**config.mk**
```make
export PLATFORM = sky130hd
export DESIGN_NAME = mem_port_arbiter_flat
export DESIGN_NICKNAME = d
export VERILOG_FILES = /design/src/rtl/mem_port_arbiter_pkg.sv /design/src/rtl/mem_port_arbiter_if.sv /design/src/rtl/mem_port_arbiter_rr_pick.sv /design/src/rtl/mem_port_arbiter.sv /design/src/flat_wrapper.sv
export SDC_FILE = /design/constraint.sdc
export NUM_CORES = 1
export LEC_CHECK = 0
export ABC_CLOCK_PERIOD_IN_PS = 3830
export CAP_MARGIN = 0
export CELL_PAD_IN_SITES_DETAIL_PLACEMENT = 1
export CELL_PAD_IN_SITES_GLOBAL_PLACEMENT = 2
export CORE_ASPECT_RATIO = 1.25
export CORE_MARGIN = 8
export CORE_UTILIZATION = 16
export CTS_BUF_LIST = sky130_fd_sc_hd__clkbuf_8
export DETAILED_ROUTE_END_ITERATION = 10
export PLACE_DENSITY_LB_ADDON = 0.1
export SYNTH_ARGS = -nofsm -noshare
export SYNTH_HDL_FRONTEND = slang
export SYNTH_SLANG_ARGS = --single-unit
```
**constraint.sdc**
```tcl
create_clock -name clk_io -period 3.83 [get_ports clk_io]
set_clock_uncertainty 0.1 [all_clocks]
set_input_delay 0.766 -clock clk_io [delete_from_list [all_inputs] [get_ports clk_io]]
set_output_delay 0.766 -clock clk_io [all_outputs]
set_load 0.01 [all_outputs]
```
**src/rtl/mem_port_arbiter_pkg.sv**
```systemverilog
// ============================================================================
// Module  : mem_port_arbiter_pkg
// Brief   : Shared constants, FSM state type and a small index helper for the
//           program/data memory port arbiter.
// Revision: 1.0 - initial release
// ============================================================================
`default_nettype none

package mem_port_arbiter_pkg;

    // Default geometry of the 1Kx16 program/data memory
    localparam int DEF_NUM_REQ = 3;
    localparam int DEF_AW      = 10;
    localparam int DEF_DW      = 16;

    // Requester slot assignment on the shared port
    localparam int REQ_CORE = 0;
    localparam int REQ_I2C  = 1;
    localparam int REQ_PWM  = 2;

    // Arbiter FSM encoding
    typedef enum logic {
        ST_ARB   = 1'b0,
        ST_BURST = 1'b1
    } arb_state_e;

    // Next requester index after idx, wrapping at n
    function automatic int wrap_inc(input int idx, input int n);
        return ((idx + 1) >= n) ? 0 : (idx + 1);
    endfunction

endpackage

`default_nettype wire

```
**src/rtl/mem_port_arbiter_if.sv**
```systemverilog
// ============================================================================
// Module  : mem_port_arbiter_if
// Brief   : Requester-side and memory-side signals of the shared memory port.
//           slave  = arbiter view, master = requesters plus memory view.
// Revision: 1.0 - initial release
// ============================================================================
`default_nettype none

interface mem_port_arbiter_if
    import mem_port_arbiter_pkg::*;
#(
    parameter int NUM_REQ = DEF_NUM_REQ,
    parameter int AW      = DEF_AW,
    parameter int DW      = DEF_DW
);
    // Requester side (requester k packed at [k*AW +: AW] / [k*DW +: DW])
    logic [NUM_REQ-1:0]    req_i;
    logic [NUM_REQ-1:0]    we_i;
    logic [NUM_REQ*AW-1:0] addr_i;
    logic [NUM_REQ*DW-1:0] wdata_i;
    logic [NUM_REQ-1:0]    lock_i;
    logic [NUM_REQ-1:0]    gnt_o;
    logic [NUM_REQ-1:0]    rvalid_o;
    logic [DW-1:0]         rdata_o;

    // Memory side
    logic [AW-1:0]         mem_addr_o;
    logic [DW-1:0]         mem_wdata_o;
    logic                  mem_we_o;
    logic [DW-1:0]         mem_rdata_i;

    modport slave (
        input  req_i, we_i, addr_i, wdata_i, lock_i, mem_rdata_i,
        output gnt_o, rvalid_o, rdata_o, mem_addr_o, mem_wdata_o, mem_we_o
    );

    modport master (
        output req_i, we_i, addr_i, wdata_i, lock_i, mem_rdata_i,
        input  gnt_o, rvalid_o, rdata_o, mem_addr_o, mem_wdata_o, mem_we_o
    );

endinterface

`default_nettype wire

```
**src/rtl/mem_port_arbiter_rr_pick.sv**
```systemverilog
// ============================================================================
// Module  : mem_port_arbiter_rr_pick
// Brief   : Combinational rotate-priority picker. Scans the request vector
//           starting at start_i, wrapping modulo NUM_REQ, and returns the first
//           set requester as a one-hot grant plus its index.
// Revision: 1.0 - initial release
// ============================================================================
`default_nettype none

module mem_port_arbiter_rr_pick #(
    parameter int NUM_REQ = 3,
    parameter int IW      = 2
) (
    input  wire logic [NUM_REQ-1:0] req_i,
    input  wire logic [IW-1:0]      start_i,
    output logic      [NUM_REQ-1:0] gnt_o,
    output logic      [IW-1:0]      idx_o,
    output logic                    any_o
);

    // First requester at or after start_i (circularly) wins
    always_comb begin
        int j;
        j     = 0;
        gnt_o = '0;
        idx_o = '0;
        any_o = 1'b0;
        for (int i = 0; i < NUM_REQ; i++) begin
            j = int'(start_i) + i;
            if (j >= NUM_REQ) begin
                j = j - NUM_REQ;
            end
            if (!any_o && req_i[j[IW-1:0]]) begin
                any_o             = 1'b1;
                gnt_o[j[IW-1:0]]  = 1'b1;
                idx_o             = j[IW-1:0];
            end
        end
    end

endmodule

`default_nettype wire

```
**src/rtl/mem_port_arbiter.sv**
```systemverilog
// ============================================================================
// Module  : mem_port_arbiter
// Brief   : Shares the single program/data memory port among NUM_REQ
//           requesters. At most one grant per clock, combinational one-hot
//           grant, memory address/data/write-enable muxed from the winner,
//           registered read data with a one-hot valid one cycle later.
//           Optional burst locking is built when MEM_ARB_BURST_EN is defined;
//           without it lock_i is ignored and every grant is single-cycle.
// Revision: 1.0 - initial release
// ============================================================================
`default_nettype none

module mem_port_arbiter
    import mem_port_arbiter_pkg::*;
#(
    parameter int NUM_REQ   = DEF_NUM_REQ,
    parameter int AW        = DEF_AW,
    parameter int DW        = DEF_DW,
    parameter int PRIO_MODE = 0,
    parameter int MAX_BURST = 8
) (
    input  wire logic            clk_io,
    input  wire logic            reset_io,
    mem_port_arbiter_if.slave    bus
);

    localparam int IW = $clog2(NUM_REQ);

    logic [IW-1:0]      rr_ptr_q;
    logic [IW-1:0]      rr_ptr_d;
    logic [NUM_REQ-1:0] rvalid_q;
    logic [DW-1:0]      rdata_q;

    logic [IW-1:0]      w_start;
    logic [NUM_REQ-1:0] w_pick_gnt;
    logic [IW-1:0]      w_pick_idx;
    logic               w_pick_any;

    logic [NUM_REQ-1:0] w_gnt;
    logic [IW-1:0]      w_idx;
    logic               w_any;
    logic               w_rd;
    logic               w_wr;

`ifdef MEM_ARB_BURST_EN
    localparam int              BCW        = (MAX_BURST > 1) ? $clog2(MAX_BURST) : 1;
    localparam logic [BCW-1:0]  BURST_LAST = BCW'(MAX_BURST - 1);

    arb_state_e     state_q;
    logic [IW-1:0]  owner_q;
    logic [BCW-1:0] burst_cnt_q;
    logic           w_owner_go;

    // Burst continues only while the owner keeps both request and lock up
    assign w_owner_go = bus.req_i[owner_q] & bus.lock_i[owner_q];
`else
    logic unused_lock;

    assign unused_lock = ^bus.lock_i;
`endif

    // Fixed priority always scans from requester 0
    assign w_start = (PRIO_MODE != 0) ? '0 : rr_ptr_q;

    mem_port_arbiter_rr_pick #(
        .NUM_REQ (NUM_REQ),
        .IW      (IW)
    ) u_pick (
        .req_i   (bus.req_i),
        .start_i (w_start),
        .gnt_o   (w_pick_gnt),
        .idx_o   (w_pick_idx),
        .any_o   (w_pick_any)
    );

    // Winner of this cycle: burst owner when locked, otherwise the picker
    always_comb begin
        w_gnt = '0;
        w_idx = '0;
`ifdef MEM_ARB_BURST_EN
        if (state_q == ST_BURST) begin
            if (w_owner_go) begin
                w_gnt[owner_q] = 1'b1;
                w_idx          = owner_q;
            end
        end else if (w_pick_any) begin
            w_gnt = w_pick_gnt;
            w_idx = w_pick_idx;
        end
`else
        if (w_pick_any) begin
            w_gnt = w_pick_gnt;
            w_idx = w_pick_idx;
        end
`endif
        // No access may reach the memory while reset is held
        if (!reset_io) begin
            w_gnt = '0;
            w_idx = '0;
        end
    end

    assign w_any = |w_gnt;
    assign w_wr  = w_any &  bus.we_i[w_idx];
    assign w_rd  = w_any & ~bus.we_i[w_idx];

    assign bus.gnt_o       = w_gnt;
    assign bus.mem_we_o    = w_wr;
    assign bus.mem_addr_o  = w_any ? bus.addr_i[int'(w_idx)*AW +: AW]  : '0;
    assign bus.mem_wdata_o = w_any ? bus.wdata_i[int'(w_idx)*DW +: DW] : '0;
    assign bus.rvalid_o    = rvalid_q;
    assign bus.rdata_o     = rdata_q;

    // Round-robin pointer moves past whoever was served; a burst always hands over past its owner
    always_comb begin
        rr_ptr_d = rr_ptr_q;
        if (w_any) begin
            rr_ptr_d = IW'(wrap_inc(int'(w_idx), NUM_REQ));
        end
`ifdef MEM_ARB_BURST_EN
        if (state_q == ST_BURST) begin
            rr_ptr_d = IW'(wrap_inc(int'(owner_q), NUM_REQ));
        end
`endif
    end

    // Arbiter state, pointer and registered read-return path
    always_ff @(posedge clk_io or negedge reset_io) begin
        if (!reset_io) begin
            rr_ptr_q    <= '0;
            rvalid_q    <= '0;
            rdata_q     <= '0;
`ifdef MEM_ARB_BURST_EN
            state_q     <= ST_ARB;
            owner_q     <= '0;
            burst_cnt_q <= '0;
`endif
        end else begin
            rr_ptr_q <= rr_ptr_d;
            rvalid_q <= w_rd ? w_gnt : '0;
            if (w_rd) begin
                rdata_q <= bus.mem_rdata_i;
            end
`ifdef MEM_ARB_BURST_EN
            case (state_q)
                ST_ARB: begin
                    if (w_any && bus.lock_i[w_idx] && (MAX_BURST > 1)) begin
                        state_q     <= ST_BURST;
                        owner_q     <= w_idx;
                        burst_cnt_q <= BCW'(1);
                    end
                end
                ST_BURST: begin
                    if (w_owner_go && (burst_cnt_q != BURST_LAST)) begin
                        burst_cnt_q <= burst_cnt_q + 1'b1;
                    end else begin
                        state_q     <= ST_ARB;
                        burst_cnt_q <= '0;
                    end
                end
            endcase
`endif
        end
    end

endmodule

`default_nettype wire

```
**src/flat_wrapper.sv**
```systemverilog
// flat-port wrapper written by rule: the top's interface ports become plain ports
module mem_port_arbiter_flat import mem_port_arbiter_pkg::*;
#(
    parameter int NUM_REQ   = DEF_NUM_REQ,
    parameter int AW        = DEF_AW,
    parameter int DW        = DEF_DW,
    parameter int PRIO_MODE = 0,
    parameter int MAX_BURST = 8
)
  (clk_io, reset_io, bus_req_i, bus_we_i, bus_addr_i, bus_wdata_i, bus_lock_i, bus_mem_rdata_i, bus_gnt_o, bus_rvalid_o, bus_rdata_o, bus_mem_addr_o, bus_mem_wdata_o, bus_mem_we_o);
  mem_port_arbiter_if #(.NUM_REQ(NUM_REQ), .AW(AW), .DW(DW)) bus_i ();
  input  wire logic clk_io;
  input  wire logic reset_io;
  input wire logic [$bits(bus_i.req_i)-1:0] bus_req_i;
  input wire logic [$bits(bus_i.we_i)-1:0] bus_we_i;
  input wire logic [$bits(bus_i.addr_i)-1:0] bus_addr_i;
  input wire logic [$bits(bus_i.wdata_i)-1:0] bus_wdata_i;
  input wire logic [$bits(bus_i.lock_i)-1:0] bus_lock_i;
  input wire logic [$bits(bus_i.mem_rdata_i)-1:0] bus_mem_rdata_i;
  output wire logic [$bits(bus_i.gnt_o)-1:0] bus_gnt_o;
  output wire logic [$bits(bus_i.rvalid_o)-1:0] bus_rvalid_o;
  output wire logic [$bits(bus_i.rdata_o)-1:0] bus_rdata_o;
  output wire logic [$bits(bus_i.mem_addr_o)-1:0] bus_mem_addr_o;
  output wire logic [$bits(bus_i.mem_wdata_o)-1:0] bus_mem_wdata_o;
  output wire logic [$bits(bus_i.mem_we_o)-1:0] bus_mem_we_o;
  assign bus_i.req_i = bus_req_i;
  assign bus_i.we_i = bus_we_i;
  assign bus_i.addr_i = bus_addr_i;
  assign bus_i.wdata_i = bus_wdata_i;
  assign bus_i.lock_i = bus_lock_i;
  assign bus_i.mem_rdata_i = bus_mem_rdata_i;
  assign bus_gnt_o = bus_i.gnt_o;
  assign bus_rvalid_o = bus_i.rvalid_o;
  assign bus_rdata_o = bus_i.rdata_o;
  assign bus_mem_addr_o = bus_i.mem_addr_o;
  assign bus_mem_wdata_o = bus_i.mem_wdata_o;
  assign bus_mem_we_o = bus_i.mem_we_o;
  mem_port_arbiter #(.NUM_REQ(NUM_REQ), .AW(AW), .DW(DW), .PRIO_MODE(PRIO_MODE), .MAX_BURST(MAX_BURST)) u_core (.clk_io(clk_io), .reset_io(reset_io), .bus(bus_i));
endmodule
```
==> metrics.cfg, run 1 <==
[setup_path]
end_kind = primary output
startpoint = bus_req_i[1]
critical-path-slowest-cell = a221o_1
rr_startpoint = u_core.rr_ptr_q[0]
crit_chain = dlygate4sd2_1, buf_6, nor4bb_1, a31oi_1, o21ai_2, a221o_1, o31ai_4, buf_4, buf_12, nor2_1, dlygate4sd2_1
cp_data_arrival_time_ns = 2.82
cp_max_fo = 15
crit_type = input pin to primary output
timing.rr.end = u_core.bus.rdata_o[9]
r2r_setup_slack_ns = 0.79
crit_end = bus_mem_wdata_o[10]
critPathMaxStageDelay_ns = 0.38
worstPathRequired_ns = 2.96
reg2reg_depth = 12
cp_common_cell = dlygate4sd2_1
start_kind = input pin

[clock_tree]
cts_root_buf = clkbuf_8
clock_latency_ns = 0.26
clk_pin_slew_worst_paths_ns = 0.08
clock_path_buffers = 2
cts_made_buffers = 3
cts_tree = done
htreeDepth = 1
clkSinkCount = 21
cts_hold_buf = 0

[sta]
final_max_slew_viol_count = 0
rsz0062_at_grt = no
finalSetupViolations = 0
timing.final.crit_share_pct = 96.2
max_slew_margin_pct = 77.3
setup-tns-final_ns = 0
final.min_clock_period_ns = 3.68
fmax_ghz = 0.271
hold_viol = 0
max_slew.worst_pin.slew_ns = 0.341

[yosys]
yosys_warnings = 0
synth.largest_area_cell = dfrtp_1
syn_nets = 306
yosys.area.top_type_share_pct = 30.0
synth.most_common_cell = nor2_1
synthMuxAreaShare_pct = 10.8
netlist_top_cells_area = dfrtp_1 30%, a22o_1 14%, a22oi_1 11%
synthFlopType = dfrtp_1
async_flop_share_pct = 100
synth_common_cells = 31 x nor2_1, 28 x a22o_1, 26 x a22oi_1
ys_seq_area_share_pct = 30.0
synthesis.area_mm2 = 0.00175
synth_edf_count = 0
synth.distinct_cells = 39
synth-compound-area-share_pct = 33.5
synthSimpleGateAreaFrac_pct = 15.9
synthXorXnorAreaFrac_pct = 0
synth_top_family_by_area = compound AO/OA/AOI/OAI gates
synth_seq_cells = 21
synth-adder-area-share_pct = 3.43
syn_avg_cell_area_um2 = 8.90
netlist_instances = 197

[global_route]
globalRoute.totalOverflow = 0
grt_pass1_wl_mm = 13.7
grt_use_total_pct = 11.9
antenna_found_initial = 0
grt_start_max_net_pins = 21
grt_pass1_vias = 2503

[power_and_ir_drop]
ir_worst_vdd_v = 0.000150
p_leak_nw = 1.59
p_total_mw = 1.83
power_density_mw_per_mm2 = 501

[place]
gp_congestion = 0.714
portBuffers = 150
placed_cell_area_mm2 = 0.00353
place_hpwl_mm = 6.84
placed_cells = 483

[floorplan]
die-area_mm2 = 0.0146
start_util_pct = 16.5
core_mm2 = 0.0106
io_pins = 154
die_w_um = 110
num_rows = 42
die_height_um = 133

[cells_and_area]
num_antenna_cells = 0
syn2layout_area_growth_pct = 108
drive_gt1_share_pct = 13.9
instances_no_fill = 491
final_cell_area_mm2 = 0.00364
fin_nets = 469

[drt]
drt_pass1_iterations = 4
postRouteAntennaNets = 0
routedWlPerCell_um = 17.7
drt_iter0_markers = 56
num_vias = 2193
avgViaCountPerCell = 4.47
drt_wl_total_mm = 8.68
drcViolationCount = 0

[job]
drv_cap = 0

[outcome]
status = finished clean

[min_path]
holdCritPathClass = flop to flop
worstHoldPathCells = 1

layout make-up:
class                           instances  area, um2
Inverter                                5       18.8
Multi-Input combinational cell        152       1160
Tap cell                              132        165
Clock buffer                            3       41.3
Sequential cell                        21        526
Fill cell                            1239       6970
Clock inverter                          1       5.00
Timing Repair Buffer                  177       1720
repair_timing:
action                     in CTS  in global routing
setup buffers                   2                  1
gates cloned                    1                  0
pin swaps                       2                  2
gates resized for setup        37                  6
setup endpoints to repair      30                 27
critical path, delay by kind of cell:
kind                   cells  cell delay, ns
buffers and inverters      5            0.97
AND/OR/NAND/NOR            2            0.11
AO/OA/AOI/OAI              4            0.95
metal layers:
metal / part of all wire [%] / GRT usage, % / up-vias
met5: 0 / 0 / -
met4: 0.65 / 2.03 / 0
met3: 12 / 5.98 / 5
met2: 45 / 18.7 / 106
met1: 42 / 14.1 / 1012
li1: - / - / 1070
how the worst min path moves through the flow:
stage / from / end
2_1_floorplan: reset_io / u_core.bus.rdata_o[0]
3_3_place_gp: u_core.bus.rdata_o[11] / u_core.bus.rdata_o[11]
3_5_place_dp: u_core.bus.rdata_o[13] / u_core.bus.rdata_o[13]
4_1_cts: u_core.bus.rdata_o[12] / u_core.bus.rdata_o[12]
5_1_grt: u_core.bus.rdata_o[13] / u_core.bus.rdata_o[13]
6_report: u_core.bus.rdata_o[14] / u_core.bus.rdata_o[14]
cells in the final DEF (no fill, tap or decap), types with 2 or more instances in the layout:
cell type	n
dlygate4sd2_1	29
nor2_1	31
nand4_1	2
buf_12	3
buf_6	2
o21ai_2	2
a22oi_1	26
mux2_2	6
nand2_1	6
a21oi_1	5
mux2_1	10
a22o_1	28
buf_4	21
and2_1	6
clkdlybuf4s50_1	119
dfrtp_1	21
nand2b_1	3
clkbuf_8	3
a31oi_1	2
ha_4	2
inv_1	5
and3_1	3
ha_1	2
power by group:
| part | internal [mW] | switching, mW | leakage, nW |
|---|---|---|---|
| Sequential | 0.321 | 0.0453 | 0.254 |
| Clock | 0.0726 | 0.0775 | 0.0255 |
| Combinational | 0.718 | 0.591 | 1.31 |
per-stage QoR:
step	utilization, %	setup WS (ns)	hold WS [ns]
floorplan	-	0.682	0.370
global route	34.3	0.000538	0.407
detailed placement	33.3	-0.356	0.382
finish	34.3	0.145	0.396
CTS	34.0	0.0382	0.402
global placement	33.3	-0.376	0.372
flip-flops by register name (all words and copies together), names as in the netlist:
register	cells
u_core.bus.rdata_o	16
u_core.bus.rvalid_o	3
u_core.rr_ptr_q	2
cell families after synthesis:
group | after synthesis
adders and majority gates | 5
DFF | 21
and+or+nand+nor | 57
muxes | 17
buffers and inverters | 24
AOI/OAI and AO/OA | 73
Power figures use the tool's default switching activity.
==> run 2: changes to the inputs <==
--- a/config.mk
+++ b/config.mk
@@ -11,10 +11,12 @@
 export CELL_PAD_IN_SITES_GLOBAL_PLACEMENT = 2
 export CORE_ASPECT_RATIO = 1.25
 export CORE_MARGIN = 8
-export CORE_UTILIZATION = 16
+export CORE_UTILIZATION = 18
 export CTS_BUF_LIST = sky130_fd_sc_hd__clkbuf_8
 export DETAILED_ROUTE_END_ITERATION = 10
 export PLACE_DENSITY_LB_ADDON = 0.1
+export SLEW_MARGIN = 20
 export SYNTH_ARGS = -nofsm -noshare
 export SYNTH_HDL_FRONTEND = slang
+export SYNTH_HIERARCHICAL = 1
 export SYNTH_SLANG_ARGS = --single-unit
==> metrics.cfg, run 2 <==
[global_route]
grt_pass1_wl_mm = 15.9  ; +16%
antenna_found_initial = 0  ; unchanged
grt_pass1_vias = 2842  ; +14%
globalRoute.totalOverflow = 0  ; unchanged
grt_use_total_pct = 13.0  ; +1.1 points
grt_start_max_net_pins = 27  ; +29%

[drt]
routedWlPerCell_um = 18.2  ; +3.1%
drcViolationCount = 0  ; unchanged
drt_pass1_iterations = 4  ; unchanged
num_vias = 2521  ; +15%
drt_iter0_markers = 64  ; +14%
postRouteAntennaNets = 0  ; unchanged
drt_wl_total_mm = 10.2  ; +18%
avgViaCountPerCell = 4.49  ; +0.61%

[yosys]
yosys_warnings = 6  ; +6
syn_avg_cell_area_um2 = 8.62  ; -3.2%
synthFlopType = dfrtp_1
ys_seq_area_share_pct = 25.6  ; -4.4 points
async_flop_share_pct = 100  ; unchanged
synth.largest_area_cell = dfrtp_1
netlist_instances = 238  ; +21%
yosys.area.top_type_share_pct = 25.6  ; -4.4 points
netlist_top_cells_area = dfrtp_1 26%, a211oi_1 9.5%, a21o_1 7.3%
synth.distinct_cells = 39  ; unchanged
synth_seq_cells = 21  ; unchanged
synthesis.area_mm2 = 0.00205  ; +17%
synth_common_cells = 30 x nand2_1, 26 x a211oi_1, 21 x dfrtp_1, 21 x nand2b_1
syn_nets = 347  ; +13%
synth.most_common_cell = nand2_1
synth_edf_count = 0  ; unchanged

[cells_and_area]
final_cell_mix = 120 x clkdlybuf4s50_1, 46 x buf_4, 29 x nand2_1, 24 x a211oi_1, 21 x nand2b_1
syn2layout_area_growth_pct = 103
largest_reg_flops = 16  ; unchanged
num_antenna_cells = 0  ; unchanged
final_common_cell = clkdlybuf4s50_1
drive_gt1_share_pct = 29.3  ; +15 points
fin_util_pct = 37.6  ; +3.3 points
fin_nets = 536  ; +14%

[sta]
setup-tns-final_ns = 0  ; unchanged
fin_hold_ws_ns = 0.411  ; +0.0147 ns
hold_viol = 0  ; unchanged
rsz0062_at_grt = yes
max_slew_margin_pct = 72.7  ; -4.6 points
finalSetupViolations = 0  ; unchanged
fmax_ghz = 0.270  ; -0.48%
timing.final.crit_share_pct = 96.7  ; +0.47 points
max_slew.worst_pin.slew_ns = 0.405  ; +0.0643 ns
final_max_slew_viol_count = 0  ; unchanged
final.min_clock_period_ns = 3.70  ; +0.0179 ns

[min_path]
holdCritPathClass = flop to flop

[floorplan]
io_pins = 154  ; unchanged
die-area_mm2 = 0.0151  ; +3.5%
die_height_um = 135  ; +1.7%
start_util_pct = 18.5  ; +2.0 points
num_rows = 43  ; +2.4%
core_mm2 = 0.0111  ; +4.4%
die_w_um = 111  ; +1.7%

[power_and_ir_drop]
p_leak_nw = 1.77  ; +12%
ir_worst_vdd_v = 0.000243  ; +62%
p_total_mw = 2.87  ; +57%
power_density_mw_per_mm2 = 689  ; +37%

[setup_path]
worstPathRequired_ns = 2.96  ; about the same
cp_max_fo = 12  ; -3
end_kind = primary output
cp_data_arrival_time_ns = 2.84  ; +0.02 ns
r2r_setup_slack_ns = 0.59  ; -0.20 ns
crit_type = input pin to primary output
start_kind = input pin

[place]
gp_congestion = 0.735  ; +3.0%
portBuffers = 150  ; unchanged
place_hpwl_mm = 8.38  ; +23%

[clock_tree]
htreeDepth = 1  ; unchanged
cts_hold_buf = 0  ; unchanged
clock_path_buffers = 2  ; unchanged
clkSinkCount = 21  ; unchanged
cts_tree = done
cts_made_buffers = 3  ; unchanged
clk_pin_slew_worst_paths_ns = 0.08  ; about the same
cts_root_buf = clkbuf_8
clock_latency_ns = 0.26  ; about the same

[job]
drv_cap = 0  ; unchanged

[outcome]
status = finished clean

run 2: cell count changes after synthesis, moves of 4 or more:
cell / change
a22o_1: -28
nor2_1: -28
a211oi_1: +26
nand2_1: +24
a21o_1: +20
a22oi_1: -19
nand3_1: +19
nand2b_1: +18
mux2_1: -10
mux2_4: +10
nand3b_1: +5
and2_1: -4
o21ai_0: +4
run 2: worst paths after layout:
kind,endpoint,cells past startpoint,from
worst min-delay path,u_core/bus.rdata_o[3],1,u_core/bus.rdata_o[3]
min in group asynchronous,u_core/rr_ptr_q[1],2,reset_io
worst min register to register,u_core/bus.rdata_o[3],1,u_core/bus.rdata_o[3]
max in group asynchronous,u_core/rr_ptr_q[0],2,reset_io
worst max-delay path,bus_mem_wdata_o[8],12,bus_req_i[2]
worst max register to register,u_core/bus.rdata_o[4],15,u_core/rr_ptr_q[1]
run 2: repair_timing:
item,4_1_cts,5_1_grt
setup buffers,6,5
gates resized for setup,64,47
hold endpoints to repair,0,0
gates cloned,1,0
endpoints found under the setup margin,30,27
pin swaps,4,5
run 2: routing by layer:
| metal | GRT usage (%) | routed length (um) |
|---|---|---|
| met3 | 4.48 | 845 |
| met5 | 0 | 0 |
| met2 | 23.6 | 5210 |
| met4 | 2.45 | 68 |
| met1 | 14.3 | 4100 |
run 2: worst max-delay path: stages:
cell and delay (ns):
dlygate4sd2_1 0.30, mux2i_2 0.21, o21ai_2 0.11, buf_4 0.14, buf_4 0.13, a21oi_1 0.13, a22oi_1 0.08, buf_4 0.16
nor3_4 0.25, buf_6 0.20, a211oi_1 0.05, dlygate4sd2_1 0.29
run 2: power breakdown:
part	internal [mW]	leakage (nW)	switching, mW
registers	0.327	0.252	0.0543
clock network	0.0724	0.0255	0.0722
logic	1.28	1.49	1.06
run 2: logic make-up after synthesis:
kind of cell	share of synthesized area, %
buffers and inverters	6.65
AO/OA/AOI/OAI	24.3
adder cells (fa/ha/maj)	2.44
AND/OR/NAND/NOR	27.2
flip-flops	25.6
multiplexers	13.8
run 2: layout make-up:
cell class	instances	area (um2)
multi-input cells	194	1510
repair buffers	204	1910
flip-flops and latches	21	527
fillers	1309	6910
well taps	135	169
clock buffers	3	41.3
clock inverters	1	5.00
inverters	3	11.3
run 2: per-stage QoR:
step	area, um2	worst slack (ns)	instances
floorplan	2050	0.512	238
global placement	3980	-0.636	545
detailed placement	3980	-0.637	545
CTS	4150	0.00611	556
global route	4170	-0.0346	561
finish	4170	0.127	561
